--- src/rtl/parking_pkg.sv ---
// Shared encodings and default thresholds for the tyre pulse classifier.
package parking_pkg;

  // Classification reported with each event.
  typedef enum logic [1:0] {
    CLS_NONE  = 2'b00,
    CLS_CYCLE = 2'b01,
    CLS_CAR   = 2'b10,
    CLS_FAULT = 2'b11
  } cls_t;

  // Classifier FSM states.
  typedef enum logic [1:0] {
    ST_IDLE     = 2'b00,
    ST_MEASURE  = 2'b01,
    ST_PRESENT  = 2'b10,
    ST_WAIT_LOW = 2'b11
  } state_t;

  // Default pulse-width thresholds in clock cycles.
  localparam int DEF_MIN_W     = 2;
  localparam int DEF_CYCLE_MAX = 5;
  localparam int DEF_CAR_MAX   = 10;

endpackage

--- src/rtl/tyre_pulse_classifier_if.sv ---
// Classification event channel (valid/ready) towards the parking controller.
interface tyre_pulse_classifier_if
  import parking_pkg::*;
#(
  parameter int CNT_W = 8
) ();

  logic             evt_valid;
  logic             evt_ready;
  cls_t             evt_class;
  logic [CNT_W-1:0] evt_width;

  modport master (output evt_valid, output evt_class, output evt_width, input evt_ready);
  modport slave  (input evt_valid, input evt_class, input evt_width, output evt_ready);

endinterface

--- src/rtl/parking_occupancy_ctr.sv ---
// Car-bay occupancy counter: saturates at SLOTS, never underflows.
module parking_occupancy_ctr #(
  parameter int SLOTS = 8,
  parameter int OCC_W = 4
) (
  input  logic             clk,
  input  logic             rst_n,
  input  logic             i_inc,
  input  logic             i_dec,
  output logic [OCC_W-1:0] o_occupancy,
  output logic             o_full,
  output logic             o_full_reject
);

  localparam logic [OCC_W-1:0] L_SLOTS = OCC_W'(SLOTS);

  generate
    if ((2 ** OCC_W) <= SLOTS) begin : g_bad_occ_w
      $error("parking_occupancy_ctr: OCC_W too narrow for SLOTS");
    end
  endgenerate

  logic [OCC_W-1:0] r_occ;
  logic [OCC_W-1:0] w_occ_nxt;
  logic             r_full;
  logic             r_reject;
  logic             w_reject_nxt;

  // Next occupancy: simultaneous arrive and leave cancel out.
  always_comb begin
    w_occ_nxt    = r_occ;
    w_reject_nxt = 1'b0;
    if (i_inc && !i_dec) begin
      if (r_full) w_reject_nxt = 1'b1;
      else        w_occ_nxt    = r_occ + 1'b1;
    end else if (i_dec && !i_inc && (r_occ != '0)) begin
      w_occ_nxt = r_occ - 1'b1;
    end
  end

  // Register count, full flag (tracks the new count) and reject pulse.
  always_ff @(posedge clk) begin
    if (!rst_n) begin
      r_occ    <= '0;
      r_full   <= 1'b0;
      r_reject <= 1'b0;
    end else begin
      r_occ    <= w_occ_nxt;
      r_full   <= (w_occ_nxt == L_SLOTS);
      r_reject <= w_reject_nxt;
    end
  end

  assign o_occupancy   = r_occ;
  assign o_full        = r_full;
  assign o_full_reject = r_reject;

endmodule

--- src/rtl/tyre_pulse_classifier.sv ---
// Measures debounced tyre pulses, classifies them and reports one event per pulse.
module tyre_pulse_classifier
  import parking_pkg::*;
#(
  parameter int CNT_W     = 8,
  parameter int MIN_W     = DEF_MIN_W,
  parameter int CYCLE_MAX = DEF_CYCLE_MAX,
  parameter int CAR_MAX   = DEF_CAR_MAX,
  parameter int SLOTS     = 8,
  parameter int OCC_W     = 4
) (
  input  logic                    clk,
  input  logic                    rst_n,
  input  logic                    i_db_in,
  input  logic                    i_car_exit,
  tyre_pulse_classifier_if.master evt,
  output logic [OCC_W-1:0]        o_occupancy,
  output logic                    o_full,
  output logic                    o_full_reject,
  output logic                    o_overrun
);

  generate
    if (MIN_W > CYCLE_MAX || CYCLE_MAX >= CAR_MAX || CAR_MAX >= (2 ** CNT_W) - 1) begin : g_bad_thr
      $error("tyre_pulse_classifier: inconsistent width thresholds");
    end
  endgenerate

  localparam logic [CNT_W-1:0] L_MIN_W     = CNT_W'(MIN_W);
  localparam logic [CNT_W-1:0] L_CYCLE_MAX = CNT_W'(CYCLE_MAX);
  localparam logic [CNT_W-1:0] L_CAR_MAX   = CNT_W'(CAR_MAX);
  localparam logic [CNT_W-1:0] L_W_MAX     = '1;

  state_t           r_state,     w_state_nxt;
  logic [CNT_W-1:0] r_width,     w_width_nxt;
  logic [CNT_W-1:0] r_evt_width, w_evt_width_nxt;
  cls_t             r_class,     w_class_nxt;
  logic             r_valid,     w_valid_nxt;
  logic             r_stuck,     w_stuck_nxt;
  logic             r_overrun,   w_overrun_nxt;
  logic             r_db_q;
  logic             w_handshake;

  assign w_handshake = r_valid & evt.evt_ready;

  // Next-state and event-register logic for the classifier FSM.
  always_comb begin
    // NOTE: every signal driven here gets a default first, so no path can infer a latch.
    w_state_nxt     = r_state;
    w_width_nxt     = r_width;
    w_evt_width_nxt = r_evt_width;
    w_class_nxt     = r_class;
    w_valid_nxt     = r_valid;
    w_stuck_nxt     = r_stuck;
    w_overrun_nxt   = (r_state == ST_PRESENT) && i_db_in && !r_db_q;
    case (r_state)
      ST_IDLE: begin
        if (i_db_in) begin
          w_state_nxt = ST_MEASURE;
          w_width_nxt = CNT_W'(1);
        end
      end
      ST_MEASURE: begin
        if (i_db_in) begin
          if (r_width == L_W_MAX) begin
            // Sensor held high past the counter range: report a fault and
            // insist on a low level before measuring again.
            w_state_nxt     = ST_PRESENT;
            w_valid_nxt     = 1'b1;
            w_class_nxt     = CLS_FAULT;
            w_evt_width_nxt = L_W_MAX;
            w_stuck_nxt     = 1'b1;
          end else begin
            w_width_nxt = r_width + 1'b1;
          end
        end else if (r_width < L_MIN_W) begin
          w_state_nxt = ST_IDLE;
        end else begin
          w_state_nxt     = ST_PRESENT;
          w_valid_nxt     = 1'b1;
          w_evt_width_nxt = r_width;
          if (r_width <= L_CYCLE_MAX)    w_class_nxt = CLS_CYCLE;
          else if (r_width <= L_CAR_MAX) w_class_nxt = CLS_CAR;
          else                           w_class_nxt = CLS_FAULT;
        end
      end
      ST_PRESENT: begin
        if (w_handshake) begin
          w_valid_nxt = 1'b0;
          w_class_nxt = CLS_NONE;
          w_stuck_nxt = 1'b0;
          // A pulse that began while the event was pending is never measured.
          w_state_nxt = (r_stuck || i_db_in) ? ST_WAIT_LOW : ST_IDLE;
        end
      end
      ST_WAIT_LOW: begin
        if (!i_db_in) w_state_nxt = ST_IDLE;
      end
      default: w_state_nxt = ST_WAIT_LOW;
    endcase
  end

  // State register with synchronous active-low reset.
  always_ff @(posedge clk) begin
    // NOTE: sequential state uses non-blocking assignments so every register samples pre-edge values.
    if (!rst_n) begin
      r_state     <= ST_WAIT_LOW;
      r_width     <= '0;
      r_evt_width <= '0;
      r_class     <= CLS_NONE;
      r_valid     <= 1'b0;
      r_stuck     <= 1'b0;
      r_overrun   <= 1'b0;
      r_db_q      <= 1'b0;
    end else begin
      r_state     <= w_state_nxt;
      r_width     <= w_width_nxt;
      r_evt_width <= w_evt_width_nxt;
      r_class     <= w_class_nxt;
      r_valid     <= w_valid_nxt;
      r_stuck     <= w_stuck_nxt;
      r_overrun   <= w_overrun_nxt;
      r_db_q      <= i_db_in;
    end
  end

  assign evt.evt_valid = r_valid;
  assign evt.evt_class = r_class;
  assign evt.evt_width = r_evt_width;
  assign o_overrun     = r_overrun;

  parking_occupancy_ctr #(
    .SLOTS (SLOTS),
    .OCC_W (OCC_W)
  ) u_occupancy (
    .clk           (clk),
    .rst_n         (rst_n),
    .i_inc         (w_handshake && (r_class == CLS_CAR)),
    .i_dec         (i_car_exit),
    .o_occupancy   (o_occupancy),
    .o_full        (o_full),
    .o_full_reject (o_full_reject)
  );

endmodule

--- src/flat_wrapper.sv ---
// flat-port wrapper written by rule: the top's interface ports become plain ports
module tyre_pulse_classifier_flat import parking_pkg::*;
#(
  parameter int CNT_W     = 8,
  parameter int MIN_W     = DEF_MIN_W,
  parameter int CYCLE_MAX = DEF_CYCLE_MAX,
  parameter int CAR_MAX   = DEF_CAR_MAX,
  parameter int SLOTS     = 8,
  parameter int OCC_W     = 4
)
  (clk, rst_n, i_db_in, i_car_exit, o_occupancy, o_full, o_full_reject, o_overrun, evt_evt_valid, evt_evt_class, evt_evt_width, evt_evt_ready);
  tyre_pulse_classifier_if #(.CNT_W(CNT_W)) evt_i ();
  input  logic clk;
  input  logic rst_n;
  input  logic i_db_in;
  input  logic i_car_exit;
  output logic [OCC_W-1:0] o_occupancy;
  output logic o_full;
  output logic o_full_reject;
  output logic o_overrun;
  output wire logic [$bits(evt_i.evt_valid)-1:0] evt_evt_valid;
  output wire logic [$bits(evt_i.evt_class)-1:0] evt_evt_class;
  output wire logic [$bits(evt_i.evt_width)-1:0] evt_evt_width;
  input wire logic [$bits(evt_i.evt_ready)-1:0] evt_evt_ready;
  assign evt_evt_valid = evt_i.evt_valid;
  assign evt_evt_class = evt_i.evt_class;
  assign evt_evt_width = evt_i.evt_width;
  assign evt_i.evt_ready = evt_evt_ready;
  tyre_pulse_classifier #(.CNT_W(CNT_W), .MIN_W(MIN_W), .CYCLE_MAX(CYCLE_MAX), .CAR_MAX(CAR_MAX), .SLOTS(SLOTS), .OCC_W(OCC_W)) u_core (.clk(clk), .rst_n(rst_n), .i_db_in(i_db_in), .i_car_exit(i_car_exit), .evt(evt_i), .o_occupancy(o_occupancy), .o_full(o_full), .o_full_reject(o_full_reject), .o_overrun(o_overrun));
endmodule
--- config.mk ---
export PLATFORM = sky130hd
export DESIGN_NAME = tyre_pulse_classifier_flat
export DESIGN_NICKNAME = d
export VERILOG_FILES = /design/src/rtl/parking_pkg.sv /design/src/rtl/tyre_pulse_classifier_if.sv /design/src/rtl/parking_occupancy_ctr.sv /design/src/rtl/tyre_pulse_classifier.sv /design/src/flat_wrapper.sv
export SDC_FILE = /design/constraint.sdc
export NUM_CORES = 1
export LEC_CHECK = 0
export ABC_AREA = 1
export CORE_UTILIZATION = 53
export CTS_BUF_LIST = sky130_fd_sc_hd__clkbuf_4
export CTS_CLUSTER_SIZE = 10
export DETAILED_ROUTE_END_ITERATION = 8
export DONT_BUFFER_PORTS = 1
export PLACE_DENSITY = 0.76
export SYNTH_ARGS = -nofsm -noshare
export SYNTH_HDL_FRONTEND = slang
export SYNTH_SLANG_ARGS = --single-unit
export TNS_END_PERCENT = 30
--- constraint.sdc ---
create_clock -name clk -period 1.6 [get_ports clk]
set_input_delay 0.32 -clock clk [delete_from_list [all_inputs] [get_ports clk]]
set_output_delay 0.32 -clock clk [all_outputs]
set_load 0.01 [all_outputs]
==> flow_summary.toml <==
[die]
start_util_pct = 55.2
pin_count = 23
die_h_um = 58.2
die_x_um = 58.2
core_area_sq_um = 3030
die_area_sq_um = 3380
num_rows = 20

[power_and_ir_drop]
powerDensity_nw_per_um2 = 1340
static-leakage-power_uw = 0.000823
finalPower_uw = 2440
ir_worst_vdd_v = 0.000983

[routing]
drt_pass1_iterations = 4
drcViolationCount = 0
wl_um = 3420
ant_nets = 0
wl_per_cell_um = 10.8
num_vias = 1555
drtIter0Drc = 95
drt-vias-per-instance = 4.92

[finish]
nNetsFinal = 282
finalNonFillerCells = 316
layout-drive-gt1-share_pct = 12.5
num_antenna_cells = 0
utilization_pct = 60.2
final_cell_mix = "74 x nand2_1, 38 x inv_1, 30 x nand3_1"
layout_commonest_cell = "nand2_1"
area_growth_pct = 9.05
fillerInstances = 322

[cts]
clkTransAtPathRegs_ns = 0.09
cts_tree = "yes"
cts-root-buf = "clkbuf_4"
numCtsBuffers = 5
clk-insertion-delay-late_ns = 0.33
clockBufferDepth = 2
htreeDepth = 2
clock_sinks = 30

[sta]
slew_headroom_pct = 68.3
fin_crit_ns = 1.42
setup_tns_ns = 0
setup_slack_ns = 0.177
post-route-period-util_pct = 89.0
final_hold_viol_count = 0
max_freq_mhz = 703
finalSetupViolCount = 0
rsz0062_at_grt = "false"
slew_violations = 0
finalClockSkew_ns = 0.00791
worstMarginPinSlew_ns = 0.475

[global_routing]
grt_util_met2_pct = 34.3
top_usage_layer = "met2"
grt_pass1_wl_um = 5770
grt.met3_usage_pct = 6.47
grt_pass1_vias = 1337
grt_overflow = 0
antenna_found_initial = 0
grt_max_degree = 16
grt_use_met1_pct = 29.1
grt.total_usage_pct = 22.5

[setup_path]
path_class = "reg2reg"
critPathMaxFanout = 8
worstPathRequired_ns = 1.83
startpoint_type = "flip-flop"
reg2reg_setup_slack_ns = 0.18
worstSetupEndpointType = "flip-flop"
crit_arrival_ns = 1.65

[synth]
ys_ff_latch = 30
synth_cell_types = 25
syn_area_sq_um = 1670
syn_nets = 271
synthCells = 260
yosysWarnings = 0
syn_area_per_cell_sq_um = 6.43
seq_area_frac_synth_pct = 35.9

[placed_design]
place_ws_ns = 0.120
dp.cells = 308
post-dp-hpwl_um = 2590
portBuffers = 0
gp_congestion = 0.926

[run_status]
status = "finished clean"

[min_path]
min_path_type = "in2reg"

[flow_run]
maxCapViolations = 0
## report_power, final
| group | internal (uW) | switching, uW |
|---|---|---|
| clock | 181 | 246 |
| sequential | 870 | 112 |
| combinational | 381 | 648 |
| total | 1430 | 1010 |
## synth_stat cells, drive strengths merged
cell / number / area, sq um
nand2: 79 / 309
inv: 41 / 154
nor2: 32 / 135
nand3: 31 / 155
dfxtp: 30 / 601
a21oi: 19 / 103
ha: 6 / 75.1
nand4: 5 / 31.3
buf: 4 / 28.8
nor3: 4 / 25.0
o21ai: 4 / 20.0
a211o: 1 / 8.76
clkbuf: 1 / 3.75
nand3b: 1 / 7.51
o211ai: 1 / 7.51
xor2: 1 / 8.76
## state kept, by name, summed over array words and instances, names as in the netlist
register                          count
u_core.r_db_q                         1
u_core.evt.evt_width                  8
u_core.u_occupancy.o_occupancy        4
u_core.o_overrun                      1
u_core.evt.evt_valid                  1
u_core.r_state                        2
u_core.u_occupancy.o_full_reject      1
u_core.evt.evt_class                  2
u_core.r_stuck                        1
u_core.r_width                        8
u_core.u_occupancy.o_full             1
## critical path: stages, from the launching register on
cell	delay, ns
dfxtp_2	0.38
ha_1	0.17
inv_1	0.07
nor2_4	0.15
nand3_1	0.11
nand2_2	0.12
inv_2	0.09
nand2_1	0.08
nand2_1	0.05
nand2_1	0.05
nor2_1	0.04
## logic make-up (layout without fill, tap and decap cells)
family          after synthesis  after routing  synth area share [%]
flops                        30             30                  35.9
buf+inv                      46             58                  11.1
fa+ha+maj                     6              6                  4.49
simple gates                152            152                  39.6
xor+xnor                      1              1                 0.524
compound gates               25             25                  8.30
## path summary, 6_finish.rpt
check                      endpoint               from  cells after the start
hold / removal    u_core.r_state[1]              rst_n                      1
setup reg to reg  u_core.r_width[5]  u_core.r_width[1]                     10
hold reg to reg    u_core.o_overrun      u_core.r_db_q                      1
setup / recovery  u_core.r_width[5]  u_core.r_width[1]                     10
## timing repair
action	4_1_cts	5_1_grt
hold buffers	0	0
resized for setup	0	3
setup endpoints to repair	0	15
buffers inserted	0	0
## layer usage
metal  up-vias  share of wire [%]
li1        840                  -
met3         9                4.1
met1       669                 49
met4         0                2.3
met5         -                  0
met2        37                 44
## per-stage QoR
step | hold slack (ns) | cell area [sq um]
final | 0.0706 | 1820
after global routing | 0.0592 | 1820
after CTS | 0.0584 | 1820
after detailed placement | 0.387 | 1760
after global placement | 0.386 | 1760
after floorplan | 0.374 | 1670
## cell type report
class                      instances  area (sq um)  share of cell area (%)
clock buffer                       6          45.0                    2.47
clock inverter                     2          8.76                   0.480
inverter                          41           154                    8.44
multi-input combinational        184           891                    48.8
sequential                        30           603                    33.1
tap                               44          55.1                    3.02
timing repair buffer               9          67.6                    3.70
Power figures use the tool's default switching activity.
